==> src/rtl/alu_pkg.sv <==
// Shared ALU operation codes and multicycle FSM states.
// Used by the ALU controller, alu_comb and multicycle_alu.
package alu_pkg;

  typedef enum logic [3:0] {
    OP_AND = 4'b0000,
    OP_OR  = 4'b0001,
    OP_ADD = 4'b0010,
    OP_SUB = 4'b0011,
    OP_XOR = 4'b0100,
    OP_SRL = 4'b0101,
    OP_SLL = 4'b0110,
    OP_SRA = 4'b0111,
    OP_EQ  = 4'b1000,
    OP_LUI = 4'b1010,
    OP_SLT = 4'b1110
  } aluOp_t;

  typedef enum logic [1:0] {
    IDLE  = 2'd0,
    SHIFT = 2'd1,
    DONE  = 2'd2
  } aluState_t;

  localparam int SHAMT_WIDTH = 5;

  function automatic logic isShiftOp(input logic [3:0] op);
    return (op == OP_SRL) || (op == OP_SLL) || (op == OP_SRA);
  endfunction

endpackage

==> src/rtl/alu_comb.sv <==
// Single-cycle ALU datapath. Shift codes pass SrcA through; the multicycle
// wrapper only routes them here when the shift amount is zero.
module alu_comb
  import alu_pkg::*;
#(
  parameter int DATA_WIDTH = 32
) (
  input  logic [3:0]            Operation,
  input  logic [DATA_WIDTH-1:0] SrcA,
  input  logic [DATA_WIDTH-1:0] SrcB,
  output logic [DATA_WIDTH-1:0] result
);

  // Unknown codes fall through to zero.
  always_comb begin
    result = '0;
    case (Operation)
      OP_AND:  result = SrcA & SrcB;
      OP_OR:   result = SrcA | SrcB;
      OP_ADD:  result = SrcA + SrcB;
      OP_SUB:  result = SrcA - SrcB;
      OP_XOR:  result = SrcA ^ SrcB;
      OP_SRL:  result = SrcA;
      OP_SLL:  result = SrcA;
      OP_SRA:  result = SrcA;
      OP_EQ:   result[0] = (SrcA == SrcB);
      OP_LUI:  result = SrcB;
      OP_SLT:  result[0] = ($signed(SrcA) < $signed(SrcB));
      default: result = '0;
    endcase
  end

endmodule

==> src/rtl/multicycle_alu.sv <==
// Multicycle ALU: single-cycle ops finish in one cycle, shifts iterate one
// bit per cycle on a captured accumulator before reporting done.
module multicycle_alu
  import alu_pkg::*;
#(
  parameter int DATA_WIDTH = 32
) (
  input  logic                  clk,
  input  logic                  reset,
  input  logic                  start,
  input  logic [3:0]            Operation,
  input  logic [DATA_WIDTH-1:0] SrcA,
  input  logic [DATA_WIDTH-1:0] SrcB,
  output logic                  busy,
  output logic                  done,
  output logic [DATA_WIDTH-1:0] ALUResult,
  output logic                  Zero
);

  aluState_t               state, nextState;
  logic [DATA_WIDTH-1:0]   acc, accNext, shifted;
  logic [SHAMT_WIDTH-1:0]  count, countNext;
  logic [3:0]              opReg, opNext;
  logic [DATA_WIDTH-1:0]   combResult, resultNext;
  logic                    loadResult;

  alu_comb #(.DATA_WIDTH(DATA_WIDTH)) uComb (
    .Operation (Operation),
    .SrcA      (SrcA),
    .SrcB      (SrcB),
    .result    (combResult)
  );

  // One-bit step of the latched shift; operates only on captured state.
  always_comb begin
    shifted = acc;
    case (opReg)
      OP_SLL:  shifted = {acc[DATA_WIDTH-2:0], 1'b0};
      OP_SRL:  shifted = {1'b0, acc[DATA_WIDTH-1:1]};
      OP_SRA:  shifted = {acc[DATA_WIDTH-1], acc[DATA_WIDTH-1:1]};
      default: shifted = acc;
    endcase
  end

  always_comb begin
    nextState  = state;
    accNext    = acc;
    countNext  = count;
    opNext     = opReg;
    loadResult = 1'b0;
    resultNext = ALUResult;
    case (state)
      IDLE: begin
        if (start) begin
          if (isShiftOp(Operation) && (SrcB[SHAMT_WIDTH-1:0] != '0)) begin
            accNext   = SrcA;
            countNext = SrcB[SHAMT_WIDTH-1:0];
            opNext    = Operation;
            nextState = SHIFT;
          end else begin
            loadResult = 1'b1;
            resultNext = combResult;
            nextState  = DONE;
          end
        end
      end
      SHIFT: begin
        accNext   = shifted;
        countNext = count - SHAMT_WIDTH'(1);
        // The last step publishes the shifted value as it leaves SHIFT.
        if (count == SHAMT_WIDTH'(1)) begin
          loadResult = 1'b1;
          resultNext = shifted;
          nextState  = DONE;
        end
      end
      DONE:    nextState = IDLE;
      default: nextState = IDLE;
    endcase
  end

  always_ff @(posedge clk) begin
    if (reset) begin
      state     <= IDLE;
      acc       <= '0;
      count     <= '0;
      opReg     <= '0;
      ALUResult <= '0;
      Zero      <= 1'b1;
    end else begin
      state <= nextState;
      acc   <= accNext;
      count <= countNext;
      opReg <= opNext;
      if (loadResult) begin
        ALUResult <= resultNext;
        Zero      <= (resultNext == '0);
      end
    end
  end

  assign busy = (state != IDLE);
  assign done = (state == DONE);

endmodule

==> config.mk <==
export PLATFORM = sky130hd
export DESIGN_NAME = multicycle_alu
export DESIGN_NICKNAME = d
export VERILOG_FILES = /design/src/rtl/alu_pkg.sv /design/src/rtl/alu_comb.sv /design/src/rtl/multicycle_alu.sv
export SDC_FILE = /design/constraint.sdc
export NUM_CORES = 1
export LEC_CHECK = 0
export CAP_MARGIN = 40
export CORE_MARGIN = 8
export CORE_UTILIZATION = 40
export DETAILED_ROUTE_END_ITERATION = 12
export GPL_TIMING_DRIVEN = 0
export PLACE_DENSITY = 0.63
export SYNTH_ARGS = -nofsm -noshare
export SYNTH_HDL_FRONTEND = slang
export SYNTH_SLANG_ARGS = --single-unit
==> constraint.sdc <==
create_clock -name clk -period 4.4 [get_ports clk]
set_clock_uncertainty 0.15 [all_clocks]
set_input_delay 0.88 -clock clk [delete_from_list [all_inputs] [get_ports clk]]
set_output_delay 0.88 -clock clk [all_outputs]
set_load 0.05 [all_outputs]
==> impl_metrics.csv <==
group,metric,value,unit
status,outcome,"finished with violations",
status,violations,"negative setup slack",
setup_path,path_depth,14,
floorplan,ios,106,
clock_tree,root_buffer,"clkbuf_16",
final_layout,diodes,0,
route,drc,0,
pwr,pwr-share-clk,24.3,%
final_layout,fin_area,0.0137,mm2
final_layout,stdcell_count,2074,
place,place_congestion,1.02,
route,wire_per_inst,26.9,um
logic_synthesis,synth_area,0.0107,mm2
sta,worst_slew_pin_slew,0.897,ns
logic_synthesis,syn_nets,1750,
run,max-cap-violations,0,
route,firstDrtPassIters,5,
setup_path,worstPathRequired,4.53,ns
pwr,pwr-share-seq,24.4,%
final_layout,syn2layout_area_growth,28.6,%
clock_tree,htree_levels,3,
logic_synthesis,synth_seq_cells,76,
pwr,powerDensity,233,mW/mm2
global_route,track_usage,33.5,%
clock_tree,insertion_delay,0.34,ns
floorplan,dieArea,0.0322,mm2
setup_path,cp_common_cell,"clkbuf_4",
global_route,antenna_found_initial,0,
place,place_hpwl,44500,um
floorplan,start_util,40.8,%
sta,fmax,0.224,GHz
clock_tree,clock_path_buffers,2,
setup_path,critical_path_peak_fanout,10,
setup_path,arrival,4.59,ns
final_layout,n_fill_cell,2691,
setup_path,critPathMaxStageDelay,0.49,ns
route,drtIter0Drc,1753,
sta,finalCritPeriodShare,101,%
logic_synthesis,ys_async_sr_fraction,0,%
sta,finalSetupTns,-0.0616,ns
final_layout,multi_input_area,0.00908,mm2
setup_path,end_kind,"register",
place,dpl-instance-area,0.0122,mm2
route,postRouteAntennaNets,0,
logic_synthesis,yosys_warnings,0,
floorplan,chipHeight,179,um
floorplan,rows,59,
logic_synthesis,ys.flop_type,"dfxtp_1",
final_layout,layout.nets,1908,
clock_tree,cts_buffers,9,
logic_synthesis,syn_inst,1576,
setup_path,start_kind,"primary input",
sta,drv_slew,0,
sta,hold_slack,0.325,ns
final_layout,drive_gt1_share,16.4,%
sta,final.min_clock_period,4.46,ns
hold_path,hp-class,"reg -> reg",
hold_path,hold_depth,2,
place,preCtsSetupSlack,-1.48,ns
global_route,grt_pass1_wl,80800,um
clock_tree,path_clk_slew,0.06,ns
floorplan,core,0.0261,mm2
sta,relSlewSlack,40.0,%
route,drt-total-wl,55800,um
global_route,grt_pass1_vias,12600,
place,dp_cells,2025,
setup_path,worst_r2r_path_depth,14,
pwr,power_leakage,0.00542,uW
logic_synthesis,synth.distinct_cells,94,
final_layout,ff_latch_area,0.00152,mm2
logic_synthesis,synth-edff-count,0,
setup_path,path_cells,"clkdlybuf4s50_1 > clkbuf_4 > clkbuf_4 > nand3_2 > clkbuf_4 > o21ai_0 > a221oi_2 > nand3_2 > a2111oi_4 > buf_2 > a311o_1 > nand4_1 > nor4_4 > a41o_1",
clock_tree,clock-sinks,76,
route,via_per_inst,6.61,
pwr,combPwrFrac,51.3,%
setup_path,slowest_stage,"a221oi_2",
setup_path,critPathTopFamily,"buffers and inverters",
sta,setup_violations,1,
place,port_buffers,104,
route,vias,13700,
pwr,switching_share,44.3,%
sta,hold_violations,0,
floorplan,fp.dieW,179,um
global_route,grt_max_degree,14,
pwr,p_int,1780,uW
global_route,grt_remaining_overflow,0,
pwr,ir_worst_vdd,0.189,mV
logic_synthesis,synth_area_per_cell,6.77,um2
pwr,p_switching,1410,uW
setup_path,crit_buf_inv,5,
sta,fin_ws,-0.0616,ns
clock_tree,cts_tree,"built",
logic_synthesis,seq_area_frac_synth,14.3,%
setup_path,path_class,"in -> reg",
[power by group through the flow]
stage | clock [uW] | sequential [uW] | combinational, uW
floorplan | 0 | 826 | 807
detailed placement | 0 | 790 | 1350
CTS | 769 | 776 | 1490
finish | 775 | 779 | 1640
global placement | 0 | 791 | 1350
global route | 800 | 782 | 1720
[metrics by stage]
stage,power [uW],utilization (%)
floorplan,1630,-
global placement,2140,46.4
detailed placement,2150,46.6
CTS,3040,50.7
global route,3300,52.5
finish,3190,52.5
[cell usage after synthesis (8+ instances only)]
cell,number,area [um2]
a21oi_1,132,661
a311oi_1,16,140
a221oi_1,16,140
o31ai_1,13,97.6
buf_2,16,80.1
dfxtp_1,76,1520
ha_1,101,1260
o22a_1,8,70.1
nand2_1,156,586
nand2b_1,20,125
a21o_1,11,82.6
buf_1,11,41.3
nor3_1,43,215
nor4_1,15,93.8
a22oi_1,25,188
nor2_1,210,788
o211ai_1,24,180
o22ai_1,33,206
xnor2_1,18,158
nand4_1,25,156
nor2b_1,29,181
a22o_1,11,96.3
clkbuf_1,71,267
mux2i_1,8,80.1
a31oi_1,18,113
nand3_1,22,110
a211oi_1,33,248
o21ai_0,98,490
o21a_1,10,75.1
inv_1,103,387
nor3b_1,11,82.6
o221ai_1,14,123
or3_1,8,50.1
[layout by cell type, fill, tap and decap left out, types with 27 or more instances in the layout]
master	Yosys	final
buf_4	1	49
a21oi_1	132	116
inv_1	103	98
dfxtp_1	76	76
ha_1	101	86
o21ai_0	98	86
o22ai_1	33	32
clkdlybuf4s50_1	0	59
clkbuf_1	71	41
nor2_1	210	200
clkbuf_2	0	29
nor3_1	43	40
a211oi_1	33	27
nand2_1	156	152
[path summary, 6_finish.rpt]
| path | end | slack [ns] | startpoint |
|---|---|---|---|
| max | Zero | -0.06 | Operation[1] |
| min | acc[0] | 0.33 | acc[0] |
| max reg2reg | Zero | 0.42 | count[0] |
| min reg2reg | acc[0] | 0.33 | acc[0] |
[area by class of cell]
cell class / instances / share of cell area, %
plain buffers: 104 / 4.78
clock buffers: 10 / 1.74
clock inverters: 6 / 0.447
inverters: 106 / 2.97
multi-input cells: 1284 / 66.1
flip-flops and latches: 76 / 11.1
well taps: 335 / 3.05
repair buffers: 153 / 9.77
[what timing repair did]
item	4_1_cts	5_1_grt
buffers inserted	16	23
hold buffers	0	0
gates resized for setup	208	146
endpoints found under the setup margin	49	5
cloned	0	0
pin swaps	37	41
[metal layers]
| metal | vias up | GRT usage, % | wire, um |
|---|---|---|---|
| met1 | 6552 | 45.6 | 23500 |
| met5 | - | 0 | 0 |
| met3 | 115 | 6.89 | 6400 |
| li1 | 6126 | - | - |
| met4 | 0 | 9.58 | 1560 |
| met2 | 907 | 52.7 | 24300 |
[worst reg2reg max path, stage by stage, from the launching register on]
cell and delay [ns]:
dfxtp_1 0.41, ha_1 0.17, nor4b_1 0.25, buf_2 0.22, and2_1 0.13, buf_2 0.25, a21oi_2 0.14, clkbuf_2 0.31
buf_6 0.23, a22oi_1 0.38, o211ai_1 0.15, o21ai_1 0.32, nand4_1 0.29, nor4_4 0.32, a41o_1 0.19
[state kept, by name (all words and copies together) (netlist names)]
signal and cells:
ALUResult 32, Zero 1, acc 32, count 5
opReg 4, state 2
[logic make-up (layout without fill, tap and decap cells)]
logic type	Yosys count	in the layout	synth area share [%]
simple gates	581	581	25.4
compound gates	564	564	36.1
buf+inv	216	379	8.71
fa+ha+maj	103	103	12.2
flops	76	76	14.3
xor+xnor	24	24	1.97
mux	12	12	1.28
Note: power is estimated with default switching activity, not from simulation.
